### src/rtl/fx_pkg.sv
`default_nettype none
// +----------------------------------------------------------------------+
// | Package   : fx_pkg                                                   |
// | Purpose   : Shared types and helpers for the fixed-point add/sub     |
// |             family (operation enum, full-precision width helper,     |
// |             range check / clamp function).                           |
// | Revision  : 1.0 - initial release                                    |
// +----------------------------------------------------------------------+
package fx_pkg;

   typedef enum logic {
      FX_ADD = 1'b0,
      FX_SUB = 1'b1
   } fx_op_e;

   // Widest value the range helper can handle; supports W_IN up to 29.
   localparam int FX_W_MAX = 32;

   // Full-precision width: one bit for the exact sum, one bit of headroom
   // for the rounding bias.
   function automatic int fx_w_full(input int w_in);
      return w_in + 2;
   endfunction

   // Returns {ovf, value}: value is r clamped to the signed w_out range,
   // ovf is set when r lay outside it.
   function automatic logic [FX_W_MAX:0] fx_sat(
      input logic signed [FX_W_MAX-1:0] r,
      input int                         w_out
   );
      logic signed [FX_W_MAX-1:0] hi;
      logic signed [FX_W_MAX-1:0] lo;
      hi = $signed((FX_W_MAX'(1) << (w_out - 1)) - FX_W_MAX'(1));
      lo = ~hi;
      if (r > hi) begin
         return {1'b1, hi};
      end else if (r < lo) begin
         return {1'b1, lo};
      end
      return {1'b0, r};
   endfunction

endpackage
`default_nettype wire

### src/rtl/fx_addsub_lane.sv
`default_nettype none
// +----------------------------------------------------------------------+
// | Module    : fx_addsub_lane                                           |
// | Purpose   : One lane of signed add/sub with round-to-nearest right   |
// |             shift and saturate-or-wrap to W_OUT. Purely comb.        |
// | Ports     : i_a, i_b   signed operands (W_IN)                        |
// |             i_sub      0: a+b, 1: a-b                                |
// |             i_sat_en   1: clamp on overflow, 0: keep low W_OUT bits  |
// |             o_res      result (W_OUT), o_ovf out-of-range flag       |
// | Revision  : 1.0 - initial release                                    |
// +----------------------------------------------------------------------+
module fx_addsub_lane
   import fx_pkg::*;
#(
   parameter int W_IN  = 12,
   parameter int W_OUT = 13,
   parameter int SHR   = 0
) (
   input  logic [W_IN-1:0]  i_a,
   input  logic [W_IN-1:0]  i_b,
   input  logic             i_sub,
   input  logic             i_sat_en,
   output logic [W_OUT-1:0] o_res,
   output logic             o_ovf
);

   localparam int W_FULL = fx_w_full(W_IN);

   fx_op_e                   w_op;
   logic signed [W_FULL-1:0] w_a;
   logic signed [W_FULL-1:0] w_b;
   logic signed [W_FULL-1:0] w_s;
   logic signed [W_FULL-1:0] w_r;
   logic [FX_W_MAX:0]        w_sat;
   logic                     w_unused_sat;

   assign w_op = fx_op_e'(i_sub);
   assign w_a  = {{2{i_a[W_IN-1]}}, i_a};
   assign w_b  = {{2{i_b[W_IN-1]}}, i_b};
   assign w_s  = (w_op == FX_SUB) ? (w_a - w_b) : (w_a + w_b);

   generate
      if (SHR > 0) begin : g_round
         // Adding half an LSB before the arithmetic shift rounds ties
         // toward +inf.
         localparam logic signed [W_FULL-1:0] c_half = W_FULL'(1) << (SHR - 1);
         logic signed [W_FULL-1:0] w_biased;
         assign w_biased = w_s + c_half;
         assign w_r      = w_biased >>> SHR;
      end else begin : g_noround
         assign w_r = w_s;
      end
   endgenerate

   assign w_sat = fx_sat({{(FX_W_MAX-W_FULL){w_r[W_FULL-1]}}, w_r}, W_OUT);

   // In range the clamped and raw values coincide, so the select only
   // matters for overflowing results.
   assign o_ovf = w_sat[FX_W_MAX];
   assign o_res = i_sat_en ? w_sat[W_OUT-1:0] : w_r[W_OUT-1:0];

   assign w_unused_sat = ^w_sat[FX_W_MAX-1:W_OUT];

endmodule
`default_nettype wire

### src/rtl/fx_addsub_pipe.sv
`default_nettype none
// +----------------------------------------------------------------------+
// | Module    : fx_addsub_pipe                                           |
// | Purpose   : NCH lanes of signed add/sub sharing one valid/ready      |
// |             handshake, LAT-deep pipeline with global stall.          |
// | Ports     : clk, rst_n (sync, active-low)                            |
// |             in_valid/in_ready, op_sub, sat_en, i_data_1, i_data_2    |
// |             out_valid/out_ready, o_data, o_ovf                       |
// |             ovf_clr, ovf_cnt (only with FX_ADDSUB_OVF_CNT_EN)        |
// | Config    : FX_ADDSUB_OVF_CNT_EN adds a saturating 16-bit count of   |
// |             emitted beats that carried any lane overflow.            |
// | Revision  : 1.0 - initial release                                    |
// +----------------------------------------------------------------------+
module fx_addsub_pipe
   import fx_pkg::*;
#(
   parameter int NCH   = 2,
   parameter int W_IN  = 12,
   parameter int W_OUT = 13,
   parameter int SHR   = 0,
   parameter int LAT   = 1
) (
   input  logic                 clk,
   input  logic                 rst_n,
   input  logic                 in_valid,
   output logic                 in_ready,
   input  logic                 op_sub,
   input  logic                 sat_en,
   input  logic [NCH*W_IN-1:0]  i_data_1,
   input  logic [NCH*W_IN-1:0]  i_data_2,
   output logic                 out_valid,
   input  logic                 out_ready,
   output logic [NCH*W_OUT-1:0] o_data,
   output logic [NCH-1:0]       o_ovf
`ifdef FX_ADDSUB_OVF_CNT_EN
   ,
   input  logic                 ovf_clr,
   output logic [15:0]          ovf_cnt
`endif
);

   logic [NCH*W_OUT-1:0] w_res;
   logic [NCH-1:0]       w_ovf;
   logic                 w_adv;

   logic [LAT-1:0]       r_vld;
   logic [NCH*W_OUT-1:0] r_data [LAT];
   logic [NCH-1:0]       r_ovf  [LAT];

   generate
      for (genvar k = 0; k < NCH; k++) begin : g_lane
         fx_addsub_lane #(
            .W_IN  (W_IN),
            .W_OUT (W_OUT),
            .SHR   (SHR)
         ) u_lane (
            .i_a      (i_data_1[k*W_IN +: W_IN]),
            .i_b      (i_data_2[k*W_IN +: W_IN]),
            .i_sub    (op_sub),
            .i_sat_en (sat_en),
            .o_res    (w_res[k*W_OUT +: W_OUT]),
            .o_ovf    (w_ovf[k])
         );
      end
   endgenerate

   // Whole pipe moves together; it only freezes when the output beat is
   // being refused, so internal bubbles are kept rather than squeezed out.
   assign w_adv    = !out_valid || out_ready;
   assign in_ready = w_adv;

   always_ff @(posedge clk) begin
      if (!rst_n) begin
         for (int s = 0; s < LAT; s++) begin
            r_vld[s]  <= 1'b0;
            r_data[s] <= '0;
            r_ovf[s]  <= '0;
         end
      end else if (w_adv) begin
         r_vld[0] <= in_valid;
         if (in_valid) begin
            r_data[0] <= w_res;
            r_ovf[0]  <= w_ovf;
         end
         // Payload only moves behind a valid beat so bubbles don't toggle it.
         for (int s = 1; s < LAT; s++) begin
            r_vld[s] <= r_vld[s-1];
            if (r_vld[s-1]) begin
               r_data[s] <= r_data[s-1];
               r_ovf[s]  <= r_ovf[s-1];
            end
         end
      end
   end

   assign out_valid = r_vld[LAT-1];
   assign o_data    = r_data[LAT-1];
   assign o_ovf     = r_ovf[LAT-1];

`ifdef FX_ADDSUB_OVF_CNT_EN
   logic [15:0] r_ovf_cnt;

   always_ff @(posedge clk) begin
      if (!rst_n) begin
         r_ovf_cnt <= 16'h0000;
      end else if (ovf_clr) begin
         r_ovf_cnt <= 16'h0000;
      end else if (out_valid && out_ready && (|o_ovf) && (r_ovf_cnt != 16'hFFFF)) begin
         r_ovf_cnt <= r_ovf_cnt + 16'h0001;
      end
   end

   assign ovf_cnt = r_ovf_cnt;
`endif

endmodule
`default_nettype wire
### config.mk
export PLATFORM = sky130hd
export DESIGN_NAME = fx_addsub_pipe
export DESIGN_NICKNAME = d
export VERILOG_FILES = /design/src/rtl/fx_pkg.sv /design/src/rtl/fx_addsub_lane.sv /design/src/rtl/fx_addsub_pipe.sv
export SDC_FILE = /design/constraint.sdc
export NUM_CORES = 1
export LEC_CHECK = 0
export CAP_MARGIN = 30
export CORE_ASPECT_RATIO = 1.1
export CORE_MARGIN = 2
export CORE_UTILIZATION = 49
export CTS_BUF_LIST = sky130_fd_sc_hd__clkbuf_2
export DETAILED_ROUTE_END_ITERATION = 6
export HOLD_SLACK_MARGIN = 0.06
export PLACE_DENSITY = 0.87
export SETUP_SLACK_MARGIN = 0.05
export SLEW_MARGIN = 40
export SYNTH_ARGS = -nofsm -noshare
export SYNTH_HDL_FRONTEND = slang
export SYNTH_SLANG_ARGS = --single-unit
### constraint.sdc
create_clock -name clk -period 3.5 [get_ports clk]
set_input_delay 0.525 -clock clk [delete_from_list [all_inputs] [get_ports clk]]
set_output_delay 0.525 -clock clk [all_outputs]
set_load 0.03 [all_outputs]
# Word-level counts from Yosys, hierarchy flattened
# Memory sizes are Yosys's and may differ from the RTL's.
# Cells that the tools add are included.
# W data, S select, Z words.
dict set report totals {
  output_inout_bits 30
  wordCells 38
  inputBits 54
  n_memories 2
  mem_bits_rw 28
  ff_bits 1
}
dict set report classes {
  reduce_logical 4
  addsub 4
  n_lt_le_gt_ge 4
  mux 23
}
# name words width rd rd_clocked_by_memory_dff wr line_no
set mem_list {}
lappend mem_list {r_data 1 26 1 0 1 fx_addsub_pipe.sv:47} ;# logic [NCH*W_OUT-1:0] r_data [LAT];
lappend mem_list {r_ovf 1 2 1 0 1 fx_addsub_pipe.sv:48} ;# logic [NCH-1:0] r_ovf [LAT];
# operator count
set op_table {}
lappend op_table {{$mux W33} 6}
lappend op_table {{$gt A14 B13 Y1 const B} 2}
lappend op_table {{$lt A14 B13 Y1 const B} 2}
lappend op_table {{$mux W14} 2}
lappend op_table {{$add A12 B12 Y13} 2}
lappend op_table {{$mux W13} 2}
lappend op_table {{$mux W26} 1}
lappend op_table {{$reduce_or A26 Y1} 1}
lappend op_table {{$sub A12 B12 Y13} 2}
lappend op_table {{$mux W1} 11}
lappend op_table {{$mux W2} 1}
lappend op_table {{$reduce_or A2 Y1} 1}
lappend op_table {{$logic_not A1 Y1} 1}
lappend op_table {{$logic_or A1 B1 Y1} 1}

# Longest topological paths before layout
# Gate-level depths: netlist of run 1.
dict set report depth {
  ltp_word 8
  depth_mapped 12
  mapped_depth_nobuf 12
}

# By module
# From an unflattened synthesis of run 1, not the netlist that was laid out.
dict set report hier_totals {
  hier_cells 297
  area_unflattened_um2 2941.6
}
# module seq_area_each_um2 area_per_inst_um2 instances cells_per_inst
set modules_own_cells {}
lappend modules_own_cells {fx_addsub_pipe 860.8 1265.0 1 68}
lappend modules_own_cells {{fx_addsub_lane at g_lane[0].u_lane} 0.0 842.1 1 115}
lappend modules_own_cells {{fx_addsub_lane at g_lane[1].u_lane} 0.0 834.6 1 114}

# Worst setup path before layout of run 1
# No wires, ideal clock.
dict set report synth_timing {
  kind {input to register}
  start {input op_sub}
  end {memory r_data[0][22] (netlist name), data pin}
  path_slack_ns 0.748
  arrival_ns 2.489
  required_time_ns 3.237
  path_buffers 2
  path_stages 10
  setup_ns 0.263
  path_cell_list {clkbuf_1 -> clkbuf_1 -> a31oi_1 -> xnor2_1 -> ha_1 -> a2111oi_0 -> a21oi_1 -> o21ai_0 -> o21ai_0 -> mux2i_1}
}
dict set report synth_between {
  elab_chain_cells 7
  word_cells_on_any_way 9
  classes_between {order compare (2); mux (7)}
}
# item line_no
set synth_lines {}
lappend synth_lines {{from (decl)} fx_addsub_pipe.sv:27} ;# input logic op_sub,
lappend synth_lines {{$mux W14 *} fx_addsub_lane.sv:40} ;# assign w_s = (w_op == FX_SUB) ? (w_a - w_b) : (w_a + w_b);
lappend synth_lines {{$lt A14 B13 Y1} fx_pkg.sv:37} ;# end else if (r < lo) begin
lappend synth_lines {{$mux W1} fx_pkg.sv:37}
lappend synth_lines {{$mux W1} fx_pkg.sv:35} ;# if (r > hi) begin
lappend synth_lines {{$mux W33} fx_pkg.sv:40} ;# return {1'b0, r};
lappend synth_lines {{$mux W13 *} fx_addsub_lane.sv:60} ;# assign o_res = i_sat_en ? w_sat[W_OUT-1:0] : w_r[W_OUT-1:0];
lappend synth_lines {{$mux W26 (no source line) *} --}
lappend synth_lines {{to (decl)} fx_addsub_pipe.sv:47}
# Every way passes the cells marked *; elsewhere a longest branch is shown, timed or not.

# Worst setup path after layout of run 1
dict set report layout_timing {
  start {input i_data_2[4]}
  end {memory r_data[0][12] (netlist name), data pin}
}
dict set report layout_between {
  elab_chain_cells 8
  word_cells_on_any_way 11
  classes_between {add/sub (2); order compare (2); mux (7)}
}
# item line_no
set layout_lines {}
lappend layout_lines {{from (decl)} fx_addsub_pipe.sv:30} ;# input logic [NCH*W_IN-1:0] i_data_2,
lappend layout_lines {{$add A12 B12 Y13 / $sub A12 B12 Y13 (equally long branches)} fx_addsub_lane.sv:40}
lappend layout_lines {{$mux W14 *} fx_addsub_lane.sv:40}
lappend layout_lines {{$lt A14 B13 Y1} fx_pkg.sv:37}
lappend layout_lines {{$mux W1} fx_pkg.sv:37}
lappend layout_lines {{$mux W1} fx_pkg.sv:35}
lappend layout_lines {{$mux W33} fx_pkg.sv:40}
lappend layout_lines {{$mux W13 *} fx_addsub_lane.sv:60}
lappend layout_lines {{$mux W26 (no source line) *} --}
# Marked as above.

==> summary.md, run 1 <==
| Metric | Value |
|---|---|
| Status | `complete, no violations` |
| Critical-path top delay cell | `clkdlybuf4s50_1` |
| WL final | `6790 µm` |
| Crit Path Category | `input port to register` |
| Global-route wire length before repair | `10800 µm` |
| CTS tree | `yes` |
| RD Place Congestion | `0.916` |
| Net switching power | `0.466 mW` |
| DR WL/cell | `14.0 µm` |
| Pin count of the biggest net entering global routing | `29` |
| Hold depth | `2` |
| Most frequent cells in the layout | `clkdlybuf4s50_1, nor2_1, a21oi_1, edfxtp_1, ha_1` |
| Pwr Total | `1.22 mW` |
| Die Height | `81.7 µm` |
| Post-route ant nets | `0` |
| # Post-CTS Setup Buffers | `0` |
| Core area | `5330 µm²` |
| H-tree Lvls | `2` |
| GRT busiest layer | `met2` |
| Clock Latency Late Sink | `360 ps` |
| Nets | `490` |
| Max cap viols | `0` |
| Sw Share | `38.1%` |
| Area of the mapped netlist | `2690 µm²` |
| Non-Filler Instances | `484` |
| Residual DRC | `0` |
| Final hold violations | `0` |
| Grt met3 use | `3.93%` |
| Post-synth top flop | `edfxtp_1` |
| Crit Reg-Reg Startpoint | `out_valid` |
| Synth area leaders | `edfxtp_1, ha_1, xnor2_1` |
| Hold WS | `621 ps` |
| Period utilisation layout | `89.9%` |
| Peak VDD IR | `0.154 mV` |
| Grt met2 use | `41.7%` |
| Number of synthesized flops with an enable pin | `28` |
| Synth unique cells | `46` |
| Worst-case reg-to-reg path depth | `5` |
| CTS root buffer | `clkbuf_2` |
| Die area | `6100 µm²` |
| Int Power | `0.756 mW` |
| Design area | `3740 µm²` |
| Worst EP arrival | `3280 ps` |
| Port buffer count | `82` |
| Num CTS Buffers | `5` |
| Clock transition at path regs | `160 ps` |
| I/O Pins | `84` |
| Max clock buf depth | `2` |
| Initial antenna violation count | `0` |
| Initial Util | `50.5%` |
| Min-Delay Startpoint | `out_valid` |
| Flop pwr share | `35.6%` |
| Leakage | `1.53 nW` |
| RR Endpoint | `r_data[0][23]` |
| Logic gate share of total power | `51.1%` |
| Layout area overhead | `38.9%` |
| DP Cell Count | `476` |
| Worst Tran Pin Value | `604 ps` |
| Via/cell ratio | `5.54` |
| Max Slew Vio Count | `0` |
| Post-DP HPWL | `5420 µm` |
| Critical path fanouts, max | `5` |
| R2R setup slack | `1700 ps` |
| Commonest non-fill, non-tap cell in the layout | `clkdlybuf4s50_1` |
| CTS resizes | `0` |
| CP max stage delay | `480 ps` |
| Met1 Resource Use GR | `26.8%` |
| HP Class | `register to register` |
| Hold Path Sink | `out_valid` |
| ANT cells | `0` |
| Total gr overflow | `0` |
| Final setup viols | `0` |
| Startpoint Class | `input port` |
| Final Skew | `8.68 ps` |
| Clock power share | `13.4%` |
| Detailed Routing Iterations Pass 1 | `4` |
| Crit end category | `register` |
| Worst path bufs/invs | `1` |
| Ys Warns | `0` |
| Vias in the first global route | `2544` |
| Post-CTS Hold Buffers | `0` |
| Post-synth top area share | `31.2%` |
| Placed cell area | `3700 µm²` |
| WP data required | `3630 ps` |
| PD cells | `327 nW/µm²` |
| Iteration-0 DRC Markers | `205` |
| Layout cell share with drive strength beyond 1 | `5.87%` |
| RSZ-0062 raised after global routing | `false` |
| Minimum clock period | `3150 ps` |
| Die span in x | `74.7 µm` |
| Clock Sinks | `29` |
| Post-Synthesis Cells | `309` |
| Vias | `2680` |
| Area leader, netlist | `edfxtp_1` |
| Post-synthesis sequential area ratio | `32.0%` |
| Worst-path cell chain | `clkdlybuf4s50_1 > nor4_2 > nand2b_1 > nor4_1 > a21oi_1 > xnor2_1 > ha_1 > a21oi_1 > o221ai_1 > a21oi_1 > o21ai_0 > mux2i_1` |
| Rel. slew slack | `58.7%` |
| #FFs+latches synth | `29` |
| GRT Total Usage | `22.8%` |
| Highest Clock Rate | `0.318 GHz` |
| Most frequent CP cell | `a21oi_1` |
| Avg Inst Size Synth | `8.71 µm²` |
| Ys async rst share | `0%` |
| Cell family with most CP delay | `simple AND/OR/NAND/NOR gates` |
| Core Rows | `28` |
-- logic make-up (layout without fill, tap and decap cells) --
| group | count (synthesis) | in the layout | synth area share (%) |
|---|---|---|---|
| multiplexers | 8 | 8 | 3.07 |
| buffers and inverters | 25 | 124 | 3.49 |
| AND/OR/NAND/NOR | 110 | 110 | 19.7 |
| adder cells (fa/ha/maj) | 28 | 28 | 13.6 |
| flip-flops | 29 | 29 | 32.0 |
| AO/OA/AOI/OAI | 80 | 80 | 18.9 |
| XOR/XNOR | 28 | 28 | 9.11 |
| other | 1 | 2 | 0.139 |
-- tightest hold or removal path: stages (launching register included) --
cell and delay, ps:
dfxtp_1 350, nand2b_1 140, a21boi_0 100
-- metal layers --
layer	wire [µm]	share of wire, %
met1	2860	42
met3	349	5.1
met5	0	0
met4	115	1.7
met2	3460	51
-- cell usage after synthesis (3+ instances only) --
cell      number
mux2i_1        6
edfxtp_1      28
nand2_1       19
a211oi_1       3
xnor2_1       20
and2_1         4
o211ai_1       3
clkbuf_1       5
ha_1          26
nor3b_1        3
nor3_1        12
nand2b_1       7
a31oi_1        3
and3_1         6
a21o_1         4
inv_1         19
xor2_1         8
a21oi_1       29
o21ai_0       13
nor2_1        40
o21bai_1       3
o21a_1         8
nand3_1        9
-- metrics by stage --
| stage | setup WS (ps) | TNS (ps) | utilization (%) |
|---|---|---|---|
| CTS | 414 | 0 | 70.2 |
| detailed placement | -1.88 | -1.88 | 69.5 |
| global placement | 112 | 0 | 69.5 |
| finish | 352 | 0 | 70.2 |
| floorplan | 748 | 0 | - |
| global route | 181 | 0 | 70.2 |
-- power groups by stage --
stage / sequential, mW / combinational, mW / clock (mW)
after detailed placement: 0.443 / 0.617 / 0
after global placement: 0.442 / 0.596 / 0
after global routing: 0.439 / 0.682 / 0.183
after CTS: 0.436 / 0.621 / 0.171
after floorplan: 0.522 / 0.308 / 0
final: 0.435 / 0.624 / 0.163
-- worst max path at each step --
stage,start,to,depth (start not counted)
floorplan,op_sub,r_data[0][22],10
global placement,i_data_2[12],r_data[0][25],13
detailed placement,i_data_2[4],r_data[0][12],12
CTS,i_data_2[4],r_data[0][12],12
global route,i_data_2[4],r_data[0][12],12
finish,i_data_2[4],r_data[0][12],12
-- sequential cells by signal, summed over array words and instances (netlist names) --
signal	flops
out_valid	1
r_data	26
r_ovf	2
-- layout make-up --
cell class / count / area, µm²
Multi-Input combinational cell: 256 / 1740
Inverter: 19 / 71.3
Fill cell: 414 / 1590
Tap cell: 75 / 93.8
Timing Repair Buffer: 97 / 933
Clock inverter: 3 / 12.5
Clock buffer: 5 / 25.0
Sequential cell: 29 / 861
Power figures use the tool's default switching activity.
==> run 2: changes to the inputs <==
--- a/config.mk
+++ b/config.mk
@@ -7,13 +7,13 @@
 export LEC_CHECK = 0
 export CAP_MARGIN = 30
 export CORE_ASPECT_RATIO = 1.1
-export CORE_MARGIN = 2
 export CORE_UTILIZATION = 49
 export CTS_BUF_LIST = sky130_fd_sc_hd__clkbuf_2
 export DETAILED_ROUTE_END_ITERATION = 6
 export HOLD_SLACK_MARGIN = 0.06
 export PLACE_DENSITY = 0.87
 export SETUP_SLACK_MARGIN = 0.05
+export SKIP_CTS_REPAIR_TIMING = 1
 export SLEW_MARGIN = 40
 export SYNTH_ARGS = -nofsm -noshare
 export SYNTH_HDL_FRONTEND = slang
==> run 2 against run 1 <==
Against the previous run: utilization is 2.4 points higher; sequential share of layout area is 0.070 points higher; largest power group unchanged; global-route usage is 0.99 points higher.
==> summary.md, run 2 (same netlist as run 1, synthesis figures left out) <==
| Metric | Value |
|---|---|
| Status | `complete, no violations` |
| Final setup TNS | `0 ps` |
| CTS root buffer | `clkbuf_2` |
| H-tree Lvls | `2` |
| Layout area overhead | `38.4%` |
| Multi-input logic area | `1740 µm²` |
| Clock Sinks | `29` |
| GRT Total Usage | `23.8%` |
| Initial antenna violation count | `0` |
| Worst EP arrival | `3290 ps` |
| Detailed Routing Iterations Pass 1 | `6` |
| Setup WS pre-CTS | `-33.0 ps` |
| Startpoint Class | `input port` |
| Core Rows | `27` |
| Layout cell share with drive strength beyond 1 | `5.64%` |
| Port buffer count | `82` |
| PD cells | `329 nW/µm²` |
| Max Slew Vio Count | `0` |
| Worst-path cell chain | `clkdlybuf4s50_1 > nor4_2 > nand2b_1 > nor4_1 > a21oi_1 > xnor2_1 > ha_1 > a21oi_1 > o221ai_1 > a21oi_1 > o21ai_0 > mux2i_1` |
| Total gr overflow | `0` |
| WP data required | `3630 ps` |
| Leakage | `1.53 nW` |
| Rel. slew slack | `55.1%` |
| Post-route ant nets | `0` |
| Nets | `489` |
| DR WL/cell | `13.9 µm` |
| R2R setup slack | `1550 ps` |
| Initial Util | `52.4%` |
| RD Place Congestion | `0.877` |
| Die span in x | `72.7 µm` |
| Placed cell area | `3690 µm²` |
| Worst Tran Pin Value | `657 ps` |
| DP Cell Count | `472` |
| Crit Reg-Reg Startpoint | `out_valid` |
| Via/cell ratio | `5.59` |
| Clock transition at path regs | `150 ps` |
| Most frequent CP cell | `a21oi_1` |
| Cell family with most CP delay | `simple AND/OR/NAND/NOR gates` |
| Design area | `3730 µm²` |
| Worst path bufs/invs | `1` |
| Max clock buf depth | `2` |
| RR Endpoint | `r_data[0][10]` |
| Die area | `5790 µm²` |
| Highest Clock Rate | `0.317 GHz` |
| Hold depth | `2` |
| Most flops, register | `r_data` |
| Sequential cell area | `861 µm²` |
| Min-Delay Startpoint | `out_valid` |
| Hold Path Sink | `out_valid` |
| Max cap viols | `0` |
| WL final | `6690 µm` |
| Period utilisation layout | `90.2%` |
| Vias | `2683` |
| Critical path fanouts, max | `5` |
| Num CTS Buffers | `5` |
| Clock Latency Late Sink | `400 ps` |
| Commonest non-fill, non-tap cell in the layout | `clkdlybuf4s50_1` |
| Die Height | `79.7 µm` |
| Global-route wire length before repair | `10800 µm` |
| Largest register FFs | `26` |
| Pin count of the biggest net entering global routing | `29` |
| RSZ-0062 raised after global routing | `false` |
| Crit end category | `register` |
| HP Class | `register to register` |
| Most frequent cells in the layout | `clkdlybuf4s50_1, nor2_1, a21oi_1, edfxtp_1, ha_1` |
| ANT cells | `0` |
| Final setup viols | `0` |
| I/O Pins | `84` |
| Minimum clock period | `3160 ps` |
| Worst setup margin | `343 ps` |
| Vias in the first global route | `2479` |
| Filler cells | `408` |
| CTS tree | `yes` |
| Residual DRC | `0` |
| Worst-case reg-to-reg path depth | `5` |
| Post-DP HPWL | `5330 µm` |
| CP max stage delay | `480 ps` |
| Non-Filler Instances | `480` |
| Critical-path top delay cell | `clkdlybuf4s50_1` |
| Core area | `5130 µm²` |
| Final Skew | `32.2 ps` |
| Crit Path Category | `input port to register` |
| Peak VDD IR | `0.177 mV` |
| Final hold violations | `0` |
| Iteration-0 DRC Markers | `199` |
==> run 2: cell count changes in the layout (fill, tap and decap cells not counted), sizes merged <==
| cell | change |
|---|---|
| buf | -1 |
==> run 2: worst min-delay path, stage by stage (launching register included) <==
cell      delay (ps)
dfxtp_1          350
nand2b_1         150
a21boi_0         110
==> run 2: final cells by class <==
type | count | area share, %
clock buffer | 5 | 0.672
clock inverter | 3 | 0.336
inverter | 19 | 1.91
multi-input combinational | 256 | 46.7
sequential | 29 | 23.1
tap | 72 | 2.42
timing repair buffer | 96 | 24.8
==> run 2: power by group <==
| part | internal, mW | switching (mW) | total [mW] |
|---|---|---|---|
| sequential | 0.425 | 0.00948 | 0.435 |
| clock | 0.0436 | 0.127 | 0.171 |
| combinational | 0.284 | 0.337 | 0.621 |
==> run 2: worst max path at each step <==
stage / end / slack [ps] / depth (start not counted) / from
5_1_grt: r_data[0][12] / 150 / 12 / i_data_2[2]
4_1_cts: r_data[0][12] / 370 / 12 / i_data_2[4]
2_1_floorplan: r_data[0][22] / 750 / 10 / op_sub
3_3_place_gp: r_data[0][25] / 80 / 10 / i_data_2[12]
6_report: r_data[0][12] / 340 / 12 / i_data_2[4]
3_5_place_dp: r_data[0][12] / -30 / 12 / i_data_2[4]
==> run 2: through the flow <==
| stage | power [mW] | utilization, % | hold WS (ps) |
|---|---|---|---|
| 6_report | 1.23 | 72.6 | 634 |
| 2_1_floorplan | 0.830 | - | 664 |
| 4_1_cts | 1.22 | 72.6 | 628 |
| 3_5_place_dp | 1.05 | 71.8 | 602 |
| 3_3_place_gp | 1.04 | 71.8 | 584 |
| 5_1_grt | 1.30 | 72.6 | 680 |
==> run 2: metal layers <==
metal | GRT usage (%) | vias to the layer above | wire length [µm]
met4 | 10.4 | 0 | 236
li1 | - | 1321 | -
met3 | 4.17 | 33 | 409
met1 | 28.5 | 1198 | 2800
met2 | 41.3 | 131 | 3240
met5 | 0 | - | 0
